===== src/rtl/stm_gain_line_reader.sv =====
// Gain STM read-side sequencer: fetches the 512-bit lines of one STM index and
// streams them out as one 16-bit transducer word per cycle, prefetching ahead.
module stm_gain_line_reader #(
   parameter int NUM_TRANS  = 249,
   parameter int IDX_WIDTH  = 10,
   parameter int RD_LATENCY = 2
) (
   input  logic                 CLK,
   input  logic                 RST,
   input  logic                 START,
   input  logic [IDX_WIDTH-1:0] IDX,
   output logic                 BUSY,
   output logic [IDX_WIDTH+2:0] ADDR,
   input  logic [511:0]         DATA_IN,
   output logic                 DOUT_VALID,
   output logic [15:0]          DOUT,
   output logic [7:0]           DOUT_ADDR,
   output logic                 DONE
);

   localparam int          NLINES    = (NUM_TRANS + 31) / 32;
   localparam logic [7:0]  LAST_ADDR = 8'(NUM_TRANS - 1);
   localparam logic [2:0]  LAST_LINE = 3'(NLINES - 1);
   localparam logic [4:0]  PF_WORD   = 5'(31 - RD_LATENCY);
   localparam logic [4:0]  FILL_CAP  = 5'(RD_LATENCY - 1);
   localparam logic [4:0]  FILL_OUT  = 5'(RD_LATENCY);

   localparam logic [1:0] S_IDLE   = 2'd0;
   localparam logic [1:0] S_FILL   = 2'd1;
   localparam logic [1:0] S_STREAM = 2'd2;

   logic [1:0]           state;
   logic [4:0]           fcnt;
   logic [2:0]           line;
   logic [4:0]           word;
   logic [2:0]           nline;
   logic [4:0]           nword;
   logic                 is_last;
   logic [511:0]         line_p0;
   logic [IDX_WIDTH-1:0] seq_idx;
   logic                 pend;
   logic [IDX_WIDTH-1:0] pend_idx;

   function automatic logic [15:0] word_sel(input logic [511:0] l, input logic [4:0] w);
      return l[{w, 4'b0000} +: 16];
   endfunction

   assign {nline, nword} = {line, word} + 8'd1;
   assign is_last        = ({line, word} == LAST_ADDR);
   assign DOUT_ADDR      = {line, word};

   always_ff @(posedge CLK) begin
      if (RST) begin
         state      <= S_IDLE;
         fcnt       <= '0;
         line       <= '0;
         word       <= '0;
         seq_idx    <= '0;
         pend       <= 1'b0;
         pend_idx   <= '0;
         BUSY       <= 1'b0;
         ADDR       <= '0;
         DOUT_VALID <= 1'b0;
         DOUT       <= '0;
         DONE       <= 1'b0;
      end else begin
         // A request arriving while busy is held one-deep; the newest index wins.
         if (START && state != S_IDLE) begin
            pend     <= 1'b1;
            pend_idx <= IDX;
         end
         case (state)
            S_IDLE: begin
               if (START) begin
                  ADDR    <= {IDX, 3'd0};
                  seq_idx <= IDX;
                  BUSY    <= 1'b1;
                  fcnt    <= '0;
                  state   <= S_FILL;
               end
            end
            S_FILL: begin
               fcnt <= fcnt + 5'd1;
               if (fcnt == FILL_CAP)
                  line_p0 <= DATA_IN;
               if (fcnt == FILL_OUT) begin
                  DOUT       <= line_p0[15:0];
                  line       <= '0;
                  word       <= '0;
                  DOUT_VALID <= 1'b1;
                  DONE       <= (LAST_ADDR == 8'd0);
                  state      <= S_STREAM;
               end
            end
            S_STREAM: begin
               if (is_last) begin
                  DOUT_VALID <= 1'b0;
                  DONE       <= 1'b0;
                  if (START || pend) begin
                     ADDR    <= {(START ? IDX : pend_idx), 3'd0};
                     seq_idx <= START ? IDX : pend_idx;
                     pend    <= 1'b0;
                     fcnt    <= '0;
                     state   <= S_FILL;
                  end else begin
                     BUSY  <= 1'b0;
                     state <= S_IDLE;
                  end
               end else begin
                  line <= nline;
                  word <= nword;
                  DOUT <= word_sel(line_p0, nword);
                  DONE <= ({nline, nword} == LAST_ADDR);
                  // Issue the next line early enough that it lands as word 31 goes out.
                  if (line != LAST_LINE) begin
                     if (nword == 5'd31)
                        line_p0 <= DATA_IN;
                     if (nword == PF_WORD)
                        ADDR <= {seq_idx, line + 3'd1};
                  end
               end
            end
            default: state <= S_IDLE;
         endcase
      end
   end

endmodule


===== config.mk =====
export PLATFORM = sky130hd
export DESIGN_NAME = stm_gain_line_reader
export DESIGN_NICKNAME = d
export VERILOG_FILES = /design/src/rtl/stm_gain_line_reader.sv
export SDC_FILE = /design/constraint.sdc
export NUM_CORES = 1
export LEC_CHECK = 0
export BUFFER_PORTS_ARGS = -buffer_cell sky130_fd_sc_hd__buf_2
export CAP_MARGIN = 10
export CORE_UTILIZATION = 45
export CTS_BUF_LIST = sky130_fd_sc_hd__clkbuf_8
export DETAILED_ROUTE_END_ITERATION = 6
export PLACE_DENSITY = 0.8
export SYNTH_ARGS = -nofsm -noshare
export SYNTH_HDL_FRONTEND = slang
export SYNTH_SLANG_ARGS = --single-unit

===== constraint.sdc =====
create_clock -name CLK -period 80.2 [get_ports CLK]
set_clock_uncertainty 0.05 [all_clocks]
set_input_delay 0 -clock CLK [delete_from_list [all_inputs] [get_ports CLK]]
set_output_delay 0 -clock CLK [all_outputs]
set_load 0.03 [all_outputs]

==> flow_metrics.env, run 1 <==
export IMPL_synthCells=1318
export IMPL_synth_nets=1853
export IMPL_avgSynthCellArea_um2=17.58
export IMPL_die_w_um=228.9
export IMPL_yosys_cell_count_top_type="edfxtp_1"
export IMPL_synth_area_leader_cell="edfxtp_1"
export IMPL_io_buffers=564
export IMPL_yosys_warnings=0
export IMPL_num_io_pins=565
export IMPL_numCtsBuffers=96
export IMPL_synth_async_reset_ratio=0
export IMPL_synth_cell_types=73
export IMPL_status="did not finish"
export IMPL_cts_root_buffer="clkbuf_8"
export IMPL_htree_levels=3
export IMPL_ys_top_cells_by_area="edfxtp_1, mux4_2, dfxtp_1, mux2i_1, nand2_1"
export IMPL_post_cts_resized=0
export IMPL_dpl_cell_count=2486
export IMPL_synth_edf_count=512
export IMPL_synthDominantCellAreaShare=0.6637
export IMPL_synth_area_um2=23170
export IMPL_dieHeight_um=228.9
export IMPL_cts_setup_buffers=0
export IMPL_synth_ff_type="edfxtp_1"
export IMPL_num_rows=82
export IMPL_ys_ff_latch=580
export IMPL_start_util=0.4589
export IMPL_ys_seq_area_frac=0.7224
export IMPL_synth_common_cells="edfxtp_1, nand2_1, mux4_2, dfxtp_1, mux2i_1"
export IMPL_cts_path_max_buffers=3
export IMPL_place_gp_congestion=0.8490
export IMPL_holdBufCountCts=533
export IMPL_clock_sinks=580
export IMPL_stop_error="[ERROR RSZ-0060] Max buffer count reached."
export IMPL_hpwl_um=45720
export IMPL_failing_step="4_1_cts"
export IMPL_placed_area_um2=26510
[stage by stage]
| stage | hold slack, ps | setup slack [ps] |
|---|---|---|
| after detailed placement | 128.1 | 74820 |
| after global placement | 126.8 | 74970 |
| after floorplan | 48.87 | 52150 |
[cells by family after synthesis]
kind of cell,after synthesis,share of synthesized area
adders and majority gates,10,0.005401
xor gates and xnor gates,7,0.004105
and+or+nand+nor,252,0.05115
DFF,580,0.7224
AOI/OAI and AO/OA,206,0.06265
buffers and inverters,87,0.02171
muxes,176,0.1325
==> run 2: changes to the inputs <==
Settings changed: CORE_UTILIZATION 45 to 30, CTS_BUF_LIST sky130_fd_sc_hd__clkbuf_8 to not set, PLACE_DENSITY 0.8 to not set, PLACE_DENSITY_LB_ADDON set to 0.15.
==> run 2 against run 1 <==
Compared with the run above:
- the run now ends clean
- synthesized area did not move
- synthesized cell count did not move
==> flow_metrics.env, run 2 <==
export IMPL_grt_first_pass_wirelength_um=115000
export IMPL_num_rows=101
export IMPL_synth_area_leader_cell="edfxtp_1"
export IMPL_largest_register_ffs=512
export IMPL_finalCriticalPeriod_ps=5227
export IMPL_wirelength_um=79110
export IMPL_critical_path_max_stage_delay_ps=780
export IMPL_path_max_fanout=192
export IMPL_drv_slew=0
export IMPL_layout_common_cells="buf_2, dlygate4sd3_1, edfxtp_1"
export IMPL_start_kind="flop"
export IMPL_drc=0
export IMPL_power_leakage_nw=12.54
export IMPL_cts_path_max_buffers=3
export IMPL_layout_drive_gt1_share=0.3278
export IMPL_relSlewSlack=0.1203
export IMPL_place_gp_congestion=0.8038
export IMPL_fillers=6771
export IMPL_end_kind="flop"
export IMPL_finalSetupViolations=0
export IMPL_hold_viol_final=0
export IMPL_die_w_um=279.9
export IMPL_io_buffers=564
export IMPL_worstSkewPairLatency_ps=610
export IMPL_synthCells=1318
export IMPL_dieArea_um2=78340
export IMPL_path_cells="ha_1, nor2b_1, nand2_1, a21oi_1, nand4b_1, a21oi_4, buf_4, buf_12"
export IMPL_dieHeight_um=279.9
export IMPL_largest_register="line_p0"
export IMPL_path_clk_slew_ps=60
export IMPL_antenna_left=0
export IMPL_routed_via_density=4.592
export IMPL_finalCritPeriodShare=0.06518
export IMPL_min_path_cells=2
export IMPL_worst_slew_pin_slew_ps=1320
export IMPL_slowest_stage="dfxtp_4"
export IMPL_area_growth_pct=48.88
export IMPL_path_class="reg2reg"
export IMPL_synth_area_um2=23170
export IMPL_yosys_warnings=0
export IMPL_wl_per_cell_um=22.50
export IMPL_cts_setup_buffers=0
export IMPL_clock_sinks=580
export IMPL_synth_async_reset_ratio=0
export IMPL_dpl_cell_count=2852
export IMPL_synth_nets=1853
export IMPL_vias=16140
export IMPL_htree_levels=3
export IMPL_fmax_mhz=191.3
export IMPL_ys_seq_area_frac=0.7224
export IMPL_post_cts_resized=0
export IMPL_synth_common_cells="edfxtp_1, nand2_1, mux4_2, dfxtp_1, mux2i_1"
export IMPL_nets=2957
export IMPL_status="finished, final reports clean"
export IMPL_firstDrtPassIters=5
export IMPL_holdBufCountCts=528
export IMPL_avgSynthCellArea_um2=17.58
export IMPL_gr_total_overflow=0
export IMPL_fin_hold_ws_ps=42.03
export IMPL_grt_max_degree=193
export IMPL_start_util=0.3040
export IMPL_hpwl_um=54930
export IMPL_worst_slack_ps=74970
export IMPL_antenna_found_initial=12
export IMPL_cp_arrival_ps=5390
export IMPL_required_ps=80360
export IMPL_num_io_pins=565
export IMPL_powerDensity_nw_per_um2=20.22
export IMPL_rsz0062_at_grt="no"
export IMPL_synth_cell_types=73
export IMPL_numCtsBuffers=70
export IMPL_ir_drop_mv=0.01351
export IMPL_drv_cap=0
export IMPL_drt_iter0_drc=902
export IMPL_min_path_type="in2reg"
export IMPL_yosys_cell_count_top_type="edfxtp_1"
export IMPL_cts_tree="built"
export IMPL_top_regs="line_p0 (512), DOUT (16), ADDR (13)"
export IMPL_cts_root_buffer="clkbuf_16"
export IMPL_globalRouteTotalUtil=0.2010
export IMPL_final_common_cell="buf_2"
export IMPL_place_ws_ps=75100
export IMPL_fin_tns_setup_ps=0
export IMPL_ys_top_cells_by_area="edfxtp_1, mux4_2, dfxtp_1, mux2i_1, nand2_1"
export IMPL_synth_ff_type="edfxtp_1"
export IMPL_ys_ff_latch=580
export IMPL_grt_pass1_vias=17880
export IMPL_instances_no_fill=3515
export IMPL_core_area_um2=76200
export IMPL_synth_edf_count=512
export IMPL_synthDominantCellAreaShare=0.6637
export IMPL_rr_worst_depth=8
==> run 2: cell counts after synthesis <==
Identical to the previous run, type by type.
==> run 2: cell families after synthesis <==
family / synth area share
XOR/XNOR: 0.004105
AND/OR/NAND/NOR: 0.05115
flip-flops: 0.7224
AO/OA/AOI/OAI: 0.06265
adder cells (fa/ha/maj): 0.005401
multiplexers: 0.1325
buffers and inverters: 0.02171
==> run 2: cell type report <==
type	instances	area [um^2]	area share
Tap cell	1030	1289	0.03736
Clock inverter	29	230.2	0.006675
Multi-Input combinational cell	651	5973	0.1732
Inverter	5	18.77	0.0005441
Sequential cell	580	16740	0.4853
Antenna cell	14	35.03	0.001016
Timing Repair Buffer	1114	8298	0.2406
Clock buffer	92	1907	0.05529
==> run 2: critical path: cells and delay by family (launching register included) <==
family	cells	cell delay, ps
buffers and inverters	2	1420
adder cells (fa/ha/maj)	1	610
flip-flops	1	780
AND/OR/NAND/NOR	3	710
AO/OA/AOI/OAI	2	710
==> run 2: path summary, 6_finish.rpt <==
| kind | from | to | slack [ps] |
|---|---|---|---|
| setup / recovery | word[0]$_SDFFE_PP0P_ | line_p0[280]$_DFFE_PP_ | 74970 |
| hold / removal | DATA_IN[77] | line_p0[77]$_DFFE_PP_ | 40 |
| setup reg to reg | word[0]$_SDFFE_PP0P_ | line_p0[280]$_DFFE_PP_ | 74970 |
| hold reg to reg | BUSY$_SDFFE_PP0P_ | BUSY$_SDFFE_PP0P_ | 410 |
==> run 2: metrics by stage <==
step / cell area (um^2) / power [mW] / utilization
after global routing: 34480 / 0.7216 / 0.4525
after CTS: 34460 / 0.7067 / 0.4522
after global placement: 27030 / 0.3833 / 0.3548
final: 34490 / 0.6975 / 0.4526
after detailed placement: 27030 / 0.3841 / 0.3548
after floorplan: 23170 / 0.3683 / -
==> run 2: per-layer routing <==
| metal | GRT usage | wire length [um] | up-vias |
|---|---|---|---|
| met3 | 0.03962 | 3906 | 102 |
| met1 | 0.2370 | 31680 | 8054 |
| met2 | 0.3647 | 41470 | 480 |
| met4 | 0.06417 | 2033 | 2 |
| li1 | - | - | 7504 |
| met5 | 0 | 13 | - |
==> run 2: power breakdown <==
| group | switching, mW | internal, mW |
|---|---|---|
| clock | 0.127 | 0.172 |
| sequential | 0.00300 | 0.336 |
| combinational | 0.0254 | 0.0345 |
| total | 0.155 | 0.542 |
(Power assumes the default switching activity.)
